===== src/rtl/vending_session_ctrl.sv =====
// -----------------------------------------------------------------------------
// vending_session_ctrl
//
// Clocked vending-machine session controller. It holds the customer's credit,
// accepts coins, serves items the customer can afford, and hands back change
// one coin per cycle. Change is returned greedily when the customer asks for
// it or when the session has been idle for WAIT_CYCLES cycles.
//
// The controller sits between the coin/select front-end and the dispenser and
// coin hopper.
//
// Parameters
//   NUM_COINS    number of coin denominations. coin_value[i] must be nonzero
//                and strictly ascending with i.
//   NUM_ITEMS    number of selectable items
//   TOTAL_BITS   width of the credit, coin values and prices
//   WAIT_CYCLES  idle ACTIVE cycles before automatic change return (>= 1)
//
// Ports
//   clk               single clock; all state changes on the rising edge
//   reset             synchronous, active-high; overrides everything
//   i_input_coin      one bit per denomination inserted this cycle (multi-hot)
//   i_select_item     item requests this cycle (multi-hot)
//   i_trigger_return  request immediate change return (ACTIVE only)
//   coin_value        flattened static coin values, slice i = coin i
//   item_price        flattened static item prices, slice i = item i
//   o_available_item  bit i = item i affordable with the registered credit
//   o_output_item     registered one-hot dispense pulse
//   o_return_coin     registered one-hot coin-return pulse
//   o_coin_reject     registered pulse: the previous cycle's coins bounced
//   o_current_total   registered credit
//   o_busy            high while change is being returned
// -----------------------------------------------------------------------------
module vending_session_ctrl #(
  parameter int NUM_COINS   = 3,
  parameter int NUM_ITEMS   = 4,
  parameter int TOTAL_BITS  = 31,
  parameter int WAIT_CYCLES = 100
) (
  input  logic                            clk,
  input  logic                            reset,
  input  logic [NUM_COINS-1:0]            i_input_coin,
  input  logic [NUM_ITEMS-1:0]            i_select_item,
  input  logic                            i_trigger_return,
  input  logic [NUM_COINS*TOTAL_BITS-1:0] coin_value,
  input  logic [NUM_ITEMS*TOTAL_BITS-1:0] item_price,
  output logic [NUM_ITEMS-1:0]            o_available_item,
  output logic [NUM_ITEMS-1:0]            o_output_item,
  output logic [NUM_COINS-1:0]            o_return_coin,
  output logic                            o_coin_reject,
  output logic [TOTAL_BITS-1:0]           o_current_total,
  output logic                            o_busy
);

  // The coin sum is kept NUM_COINS bits wider than the credit so that even
  // all coins at full scale plus a full credit cannot wrap before the
  // overflow comparison.
  localparam int SUM_W   = TOTAL_BITS + NUM_COINS;
  localparam int TIMER_W = $clog2(WAIT_CYCLES + 1);

  localparam logic [SUM_W-1:0]   MAX_TOTAL  = {{NUM_COINS{1'b0}}, {TOTAL_BITS{1'b1}}};
  localparam logic [TIMER_W-1:0] TIMER_LOAD = TIMER_W'(WAIT_CYCLES);
  localparam logic [TIMER_W-1:0] TIMER_ONE  = TIMER_W'(1);

  typedef enum logic [1:0] {
    ST_IDLE   = 2'd0,
    ST_ACTIVE = 2'd1,
    ST_RETURN = 2'd2
  } state_t;

  // Registered state and outputs
  state_t                  state_r;
  logic [TOTAL_BITS-1:0]   total_r;
  logic [TIMER_W-1:0]      timer_r;
  logic [NUM_ITEMS-1:0]    output_item_r;
  logic [NUM_COINS-1:0]    return_coin_r;
  logic                    reject_r;
  logic                    busy_r;

  // Combinational datapath results
  logic [NUM_ITEMS-1:0]    avail_s;
  logic [SUM_W-1:0]        in_sum_s;
  logic [SUM_W-1:0]        add_total_s;
  logic                    coin_any_s;
  logic                    coin_acc_s;
  logic [TOTAL_BITS-1:0]   credit_s;
  logic [NUM_ITEMS-1:0]    req_s;
  logic [NUM_ITEMS-1:0]    serve_onehot_s;
  logic                    serve_valid_s;
  logic [TOTAL_BITS-1:0]   serve_price_s;
  logic [TOTAL_BITS-1:0]   total_after_s;
  logic [NUM_COINS-1:0]    fit_s;
  logic [NUM_COINS-1:0]    ret_onehot_s;
  logic                    ret_valid_s;
  logic [TOTAL_BITS-1:0]   ret_value_s;

  // Affordability of each item against the registered credit only
  always_comb begin
    avail_s = '0;
    for (int i = 0; i < NUM_ITEMS; i++) begin
      avail_s[i] = (item_price[i*TOTAL_BITS +: TOTAL_BITS] <= total_r);
    end
  end

  // Sum of inserted coins and the coin acceptance decision
  always_comb begin
    in_sum_s = '0;
    for (int i = 0; i < NUM_COINS; i++) begin
      in_sum_s = in_sum_s +
                 ({SUM_W{i_input_coin[i]}} & SUM_W'(coin_value[i*TOTAL_BITS +: TOTAL_BITS]));
    end
    add_total_s = SUM_W'(total_r) + in_sum_s;
    coin_any_s  = |i_input_coin;
    // All coins of a cycle are refused together if they would overflow.
    coin_acc_s  = coin_any_s && (add_total_s <= MAX_TOTAL);
    credit_s    = coin_acc_s ? add_total_s[TOTAL_BITS-1:0] : total_r;
  end

  // Item selection: lowest-index request that the pre-coin credit covers
  always_comb begin
    req_s          = i_select_item & avail_s;
    // Two's-complement trick isolates the lowest set request bit.
    serve_onehot_s = req_s & (~req_s + NUM_ITEMS'(1));
    serve_valid_s  = |req_s;
    serve_price_s  = '0;
    for (int i = 0; i < NUM_ITEMS; i++) begin
      serve_price_s = serve_price_s |
                      ({TOTAL_BITS{serve_onehot_s[i]}} & item_price[i*TOTAL_BITS +: TOTAL_BITS]);
    end
    // The price was checked against total_r <= credit_s, so no underflow.
    total_after_s = credit_s - serve_price_s;
  end

  // Change selection: largest coin not exceeding the credit
  always_comb begin
    fit_s = '0;
    for (int i = 0; i < NUM_COINS; i++) begin
      fit_s[i] = (coin_value[i*TOTAL_BITS +: TOTAL_BITS] <= total_r);
    end
    // Coin values ascend, so fit_s is a run of ones from bit 0; its top bit
    // marks the largest coin that still fits.
    ret_onehot_s = fit_s & ~(fit_s >> 1);
    ret_valid_s  = fit_s[0];
    ret_value_s  = '0;
    for (int i = 0; i < NUM_COINS; i++) begin
      ret_value_s = ret_value_s |
                    ({TOTAL_BITS{ret_onehot_s[i]}} & coin_value[i*TOTAL_BITS +: TOTAL_BITS]);
    end
  end

  // Session FSM with credit, wait timer and registered output pulses
  always_ff @(posedge clk) begin
    if (reset) begin
      state_r       <= ST_IDLE;
      total_r       <= '0;
      timer_r       <= '0;
      output_item_r <= '0;
      return_coin_r <= '0;
      reject_r      <= 1'b0;
      busy_r        <= 1'b0;
    end else begin
      // Pulse outputs default low every cycle.
      output_item_r <= '0;
      return_coin_r <= '0;
      reject_r      <= 1'b0;
      case (state_r)
        ST_IDLE, ST_ACTIVE: begin
          if ((state_r == ST_ACTIVE) && i_trigger_return) begin
            // Return request wins: coins bounce, selection is ignored.
            state_r  <= ST_RETURN;
            busy_r   <= 1'b1;
            timer_r  <= '0;
            reject_r <= coin_any_s;
          end else begin
            reject_r      <= coin_any_s & ~coin_acc_s;
            output_item_r <= serve_onehot_s;
            total_r       <= total_after_s;
            if (coin_acc_s || serve_valid_s) begin
              timer_r <= TIMER_LOAD;
              if (serve_valid_s && (total_after_s == '0)) begin
                state_r <= ST_IDLE;
              end else begin
                state_r <= ST_ACTIVE;
              end
            end else if (state_r == ST_ACTIVE) begin
              // Timer holds the cycles left; the last one moves to RETURN.
              if (timer_r <= TIMER_ONE) begin
                state_r <= ST_RETURN;
                busy_r  <= 1'b1;
                timer_r <= '0;
              end else begin
                timer_r <= timer_r - TIMER_ONE;
              end
            end else begin
              state_r <= ST_IDLE;
            end
          end
        end
        ST_RETURN: begin
          reject_r <= coin_any_s;
          if (ret_valid_s) begin
            return_coin_r <= ret_onehot_s;
            total_r       <= total_r - ret_value_s;
          end else begin
            // Residual below the smallest coin is forfeited.
            total_r <= '0;
            state_r <= ST_IDLE;
            busy_r  <= 1'b0;
          end
        end
        default: begin
          state_r <= ST_IDLE;
          total_r <= '0;
          timer_r <= '0;
          busy_r  <= 1'b0;
        end
      endcase
    end
  end

  assign o_available_item = avail_s;
  assign o_output_item    = output_item_r;
  assign o_return_coin    = return_coin_r;
  assign o_coin_reject    = reject_r;
  assign o_current_total  = total_r;
  assign o_busy           = busy_r;

endmodule


===== config.mk =====
export PLATFORM = sky130hd
export DESIGN_NAME = vending_session_ctrl
export DESIGN_NICKNAME = d
export VERILOG_FILES = /design/src/rtl/vending_session_ctrl.sv
export SDC_FILE = /design/constraint.sdc
export NUM_CORES = 1
export LEC_CHECK = 0
export ABC_CLOCK_PERIOD_IN_PS = 10350
export BUFFER_PORTS_ARGS = -buffer_cell sky130_fd_sc_hd__buf_4
export CAP_MARGIN = 20
export CORE_MARGIN = 2
export CORE_UTILIZATION = 50
export DETAILED_ROUTE_END_ITERATION = 16
export PLACE_DENSITY = 0.73
export SETUP_SLACK_MARGIN = 0.02
export SLEW_MARGIN = 20
export SYNTH_ARGS = -nofsm -noshare
export SYNTH_HDL_FRONTEND = slang
export SYNTH_SLANG_ARGS = --single-unit

===== constraint.sdc =====
create_clock -name clk -period 10.35 [get_ports clk]
set_input_delay 2.07 -clock clk [delete_from_list [all_inputs] [get_ports clk]]
set_output_delay 2.07 -clock clk [all_outputs]
set_load 0.01 [all_outputs]

### Yosys cells after proc, flatten, opt, wreduce, memory -nomap -nowiden

Index checks and enable logic that the tools add are counted.

* flip-flop bits (word level): 49
* input bits: 227
* logic and storage cells: 95

* bitwise operators: 25
* multiplexer cells: 24
* equality and inequality tests: 9
* add/subtract/negate cells: 7
* order comparisons: 9
* reductions and logical operators: 14

Operators by type and width (count)
* $and A31 B31 Y31: 7
* $le A31 B31 Y1: 7
* $or A31 B31 Y31: 5
* $and A34 B31 Y34: 3
* $mux W31: 3
* $add A34 B34 Y34: 2
* $pmux W31 S2: 1
* $sub A31 B31 Y31: 2
* $add A31 B34 Y34: 1
* $le A34 B31 Y1 const B: 1
* $logic_not A31 Y1: 1
* $mux W7: 4
* $pmux W7 S2: 1
* $mux W2: 5
* $ne A3 B3 Y1 const B: 3
* $reduce_or A3 Y1: 3
* $and A4 B4 Y4: 2
* $le A7 B1 Y1 const B: 1
* $mux W1: 7
* $sub A7 B1 Y7 const B: 1
* $ne A5 B5 Y1 const B: 1
* $add A4 B1 Y4 const B: 1
* $ne A2 B2 Y1 const B: 2
* $ne A4 B4 Y1 const B: 1
* 16 further kinds: 23

### Logic depth before layout (Yosys ltp)

* depth after elaboration: 16
* gate-level depth with buffers: 30
* gate-level depth less buffers: 28

### Worst setup path before layout

OpenSTA, ideal clock, no wires.

* path kind: in2reg
* start point: input i_input_coin[0]
* end point: register state_r[0]
* cell stages on the path: 28
* buffers on the path: 3
* library setup time: 124 ps
* slack: 1403 ps
* arrival: 8823 ps
* cell sequence: clkbuf_1 nand2_1 fa_1 fa_1 inv_1 ha_1 nand4_1 or4_1 a221o_1 nand3_2 nand3_2 a32o_2 nor3_2 buf_2 clkbuf_1 o21ai_0 ha_1 o211a_1 a21boi_1 or3_4 a2111oi_4 nand4_1 or4_1 nor4_2 nand4_1 or4_1 nor4_2 a21oi_1

* longest elaborated chain between the ends: 14

RTL lines
* start, declared: line 42 `input logic [NUM_COINS-1:0] i_input_coin,`
* $and A34 B31 Y34: line 110 `({SUM_W{i_input_coin[i]}} & SUM_W'(coin_value[i*TOTAL_BITS +: TOTAL_BITS]));`
* $add A34 B34 Y34 (2 in a row): line 109 `in_sum_s = in_sum_s +`
* $add A31 B34 Y34: line 112 `add_total_s = SUM_W'(total_r) + in_sum_s;`
* $le A34 B31 Y1: line 115 `coin_acc_s = coin_any_s && (add_total_s <= MAX_TOTAL);`
* $logic_and A1 B1 Y1: line 115
* $mux W31: line 116 `credit_s = coin_acc_s ? add_total_s[TOTAL_BITS-1:0] : total_r;`
* $sub A31 B31 Y31: line 131 `total_after_s = credit_s - serve_price_s;`
* $logic_not A31 Y1: line 180 `if (serve_valid_s && (total_after_s == '0)) begin`
* $logic_and A1 B1 Y1: line 180
* $mux W1: line 180
* $mux W2: line 178 `if (coin_acc_s || serve_valid_s) begin`
* $mux W2: line 168 `if ((state_r == ST_ACTIVE) && i_trigger_return) begin`
* $pmux W2 S2: line 166 `case (state_r)`
* end signal, assigned: line 170 `state_r <= ST_RETURN;`
* end signal, assigned: line 181 `state_r <= ST_IDLE;`
* end signal, assigned: line 183 `state_r <= ST_ACTIVE;`
* end, declared: line 72 `state_t state_r;`

Several ways; a longest one is shown, not always the timed one.
A chain may end at the register's enable or synchronous reset.

### Worst setup path in the final report

Same ends and word-level chain as after synthesis.

==> flow_metrics.py <==
metrics = {
    "run_status": {
        "outcome": "completed",
    },
    "logic_synthesis": {
        "synth_xor_area_share_pct": 4.37,
        "seq_area_frac_synth_pct": 6.44,
        "synth.cell_area_sq_um": 15200,
        "yosys.area_share.adder_pct": 34.0,
        "synth_ff_type": "dfxtp_1",
        "async_flop_share_pct": 0,
        "synth_edf_count": 0,
        "yosysTopAreaCell": "ha_1",
        "netlist_instances": 2025,
        "yosysTopAreaCellShare_pct": 25.6,
        "netlist_top_cells_area": "ha_1, fa_1, a21oi_1",
        "synth_mux_area_share_pct": 0.468,
        "synth_top_family_by_area": "adder cells",
        "syn_avg_cell_area_sq_um": 7.52,
        "synth_nets": 2627,
        "synth-simple-area-share_pct": 21.8,
        "ys_warn_count": 0,
        "synth_compound_area_share_pct": 27.7,
        "ys_types": 84,
        "synth-seq-cells": 49,
    },
    "timing": {
        "rsz0062_at_grt": "false",
        "finalCritPeriodShare_pct": 94.5,
        "setup_viol": 0,
        "drv_slew": 0,
        "worst_pin_slew_ns": 1.16,
        "fin_ws_ns": 0.567,
        "timing.slew.headroom_pct": 20.5,
        "finClkSkew_ns": 0.00645,
        "hold_violations": 0,
        "finalSetupTns_ns": 0,
        "max_freq_mhz": 102,
        "fin_hold_ws_ns": 0.495,
        "min_period_ns": 9.78,
    },
    "die": {
        "initial_core_util_pct": 51.1,
        "die_x_microns": 178,
        "coreArea_sq_um": 29800,
        "dieArea_sq_um": 31900,
        "num_rows": 63,
        "die_h_microns": 178,
        "ioPinCount": 271,
    },
    "clock_tree": {
        "cts-hold-fix-buffers": 0,
        "cts-resized-gates": 0,
        "clock_latency_ns": 0.32,
        "cts_buffers": 5,
        "cts_buffer_depth": 2,
        "cts_tree": "built",
        "clockRootBuffer": "clkbuf_16",
        "post_cts_buffers": 0,
        "htree_num_levels": 2,
        "path_clk_slew_ns": 0.08,
        "clkSinkCount": 49,
    },
    "flow_run": {
        "maxCapViolCount": 0,
    },
    "global_route": {
        "grt_max_degree": 68,
        "grt_pass1_vias": 16200,
        "grt_antenna_before_repair": 0,
        "grt_pass1_wl_mm": 89.3,
        "grt_overflow": 0,
        "groute.usage.overall_pct": 36.4,
    },
    "placed_design": {
        "dp_hpwl_mm": 49.8,
        "numPortBuffers": 270,
        "dp_slack_ns": 0.527,
        "gp_congestion": 1.07,
    },
    "route": {
        "ant_nets": 0,
        "wl_mm": 59.6,
        "drt_iter0_markers": 2166,
        "vias_per_cell": 6.48,
        "met2_length_mm": 25.1,
        "route.detailed.drc": 0,
        "first_pass_iters": 7,
        "dr_wl_met3_mm": 6.75,
        "vias": 17100,
        "wl_per_cell_microns": 22.6,
        "top_layer": "met4",
        "wl_met1_mm": 25.8,
    },
    "worst_setup_path": {
        "cp-end-kind": "flop",
        "worst-endpoint-arrival_ns": 9.99,
        "criticalPathCategory": "in -> reg",
        "critPathLaunchType": "primary input",
        "required_ns": 10.56,
        "crit_path_max_fanout": 32,
    },
    "finish": {
        "multiInputGateArea_sq_um": 13500,
        "area_growth_pct": 16.8,
        "seqCellArea_sq_um": 981,
        "n_fill_cell": 2796,
        "drive_above_1_share_pct": 14.6,
        "layout_commonest_cell": "ha_1",
        "nNetsFinal": 2852,
        "n_antenna_cell": 0,
        "final_cell_mix": "ha_1, buf_4, nand2_1",
        "final_util_pct": 59.7,
    },
    "hold_path": {
        "hold_class": "reg -> reg",
    },
}
## synthesized netlist by cell type, types with 5 or more instances
cell      count
dfxtp_1      49
buf_2         7
o31ai_1       9
o21bai_1      8
and4_1        6
nor3_1       37
and3_1       18
xor2_1       26
a22oi_1      19
fa_1         64
nor2b_1      18
nand3_1      49
buf_1         9
a21o_1       56
mux2i_1       6
o211ai_1     11
nor4_1       18
o22ai_1       9
o221ai_1      6
clkbuf_1     48
o21a_1       20
nor2_1      133
and2_1       19
a222oi_1     32
a21oi_1     196
a31oi_1      17
or3_1         6
o21ai_0     116
inv_1       143
nand4_1      52
or4_1         5
a211o_1       9
a211oi_1     25
nor3b_1      34
a21boi_0      6
nand3b_1      6
nand2b_1     16
ha_1        311
a221oi_1     39
a221o_1       5
nand2_1     243
xnor2_1      50
## per-layer routing
layer	track usage, %	vias up
met3	5.78	102
li1	-	8024
met2	56.9	994
met4	11.3	0
met1	51.2	8001
met5	0	-
## sequential cells by signal (all words and copies together), names as in the netlist
name	count
o_current_total	31
timer_r	7
o_output_item	4
o_return_coin	3
state_r	2
o_busy	1
o_coin_reject	1
## path summary, 6_finish.rpt
kind	startpoint	endpoint	slack (ns)	cells after the start
max	i_input_coin[0]	state_r[0]$_SDFFE_PP0P_	0.57	28
min	timer_r[5]$_SDFFE_PP0P_	timer_r[5]$_SDFFE_PP0P_	0.50	2
min reg2reg	timer_r[5]$_SDFFE_PP0P_	timer_r[5]$_SDFFE_PP0P_	0.50	2
max reg2reg	o_current_total[26]$_SDFFE_PP0P_	state_r[0]$_SDFFE_PP0P_	1.95	27
## cell families after synthesis
group                      after synthesis
adders and majority gates              375
AOI/OAI and AO/OA                      631
xor gates and xnor gates                76
and+or+nand+nor                        678
buffers and inverters                  209
DFF                                     49
muxes                                    7
## cell type report
class / count / share of cell area (%)
sequential: 49 / 5.52
inverter: 143 / 3.02
tap: 390 / 2.74
timing repair buffer: 284 / 12.0
clock inverter: 2 / 0.0774
multi-input combinational: 1767 / 75.9
clock buffer: 6 / 0.781
## critical path, cell delays in order
cell	delay, ns
buf_4	0.28
nand2_1	0.16
fa_1	0.53
inv_1	0.06
fa_1	0.47
ha_1	0.39
a21oi_1	0.16
nor2b_1	0.06
o21ai_0	0.48
a21oi_1	0.13
nor4_1	0.55
nand3_1	0.35
nor3_4	0.46
buf_4	0.25
nand3_1	0.08
o21ai_0	0.14
ha_1	0.34
a21o_1	0.22
nor3_1	0.28
a211oi_1	0.14
a221oi_1	0.62
nand4_1	0.25
or4_1	0.49
nor4_2	0.16
nand4_1	0.15
or4_1	0.45
nor4_2	0.15
a21oi_1	0.09
## metrics by stage
step,cells,instance area [sq um]
3_5_place_dp,2633,17600
3_3_place_gp,2633,17600
2_1_floorplan,2025,15200
5_1_grt,2641,17800
4_1_cts,2641,17800
6_report,2641,17800
Power is not shown: default switching activity piles up to over one toggle a cycle in this logic, so the estimate is an artifact.
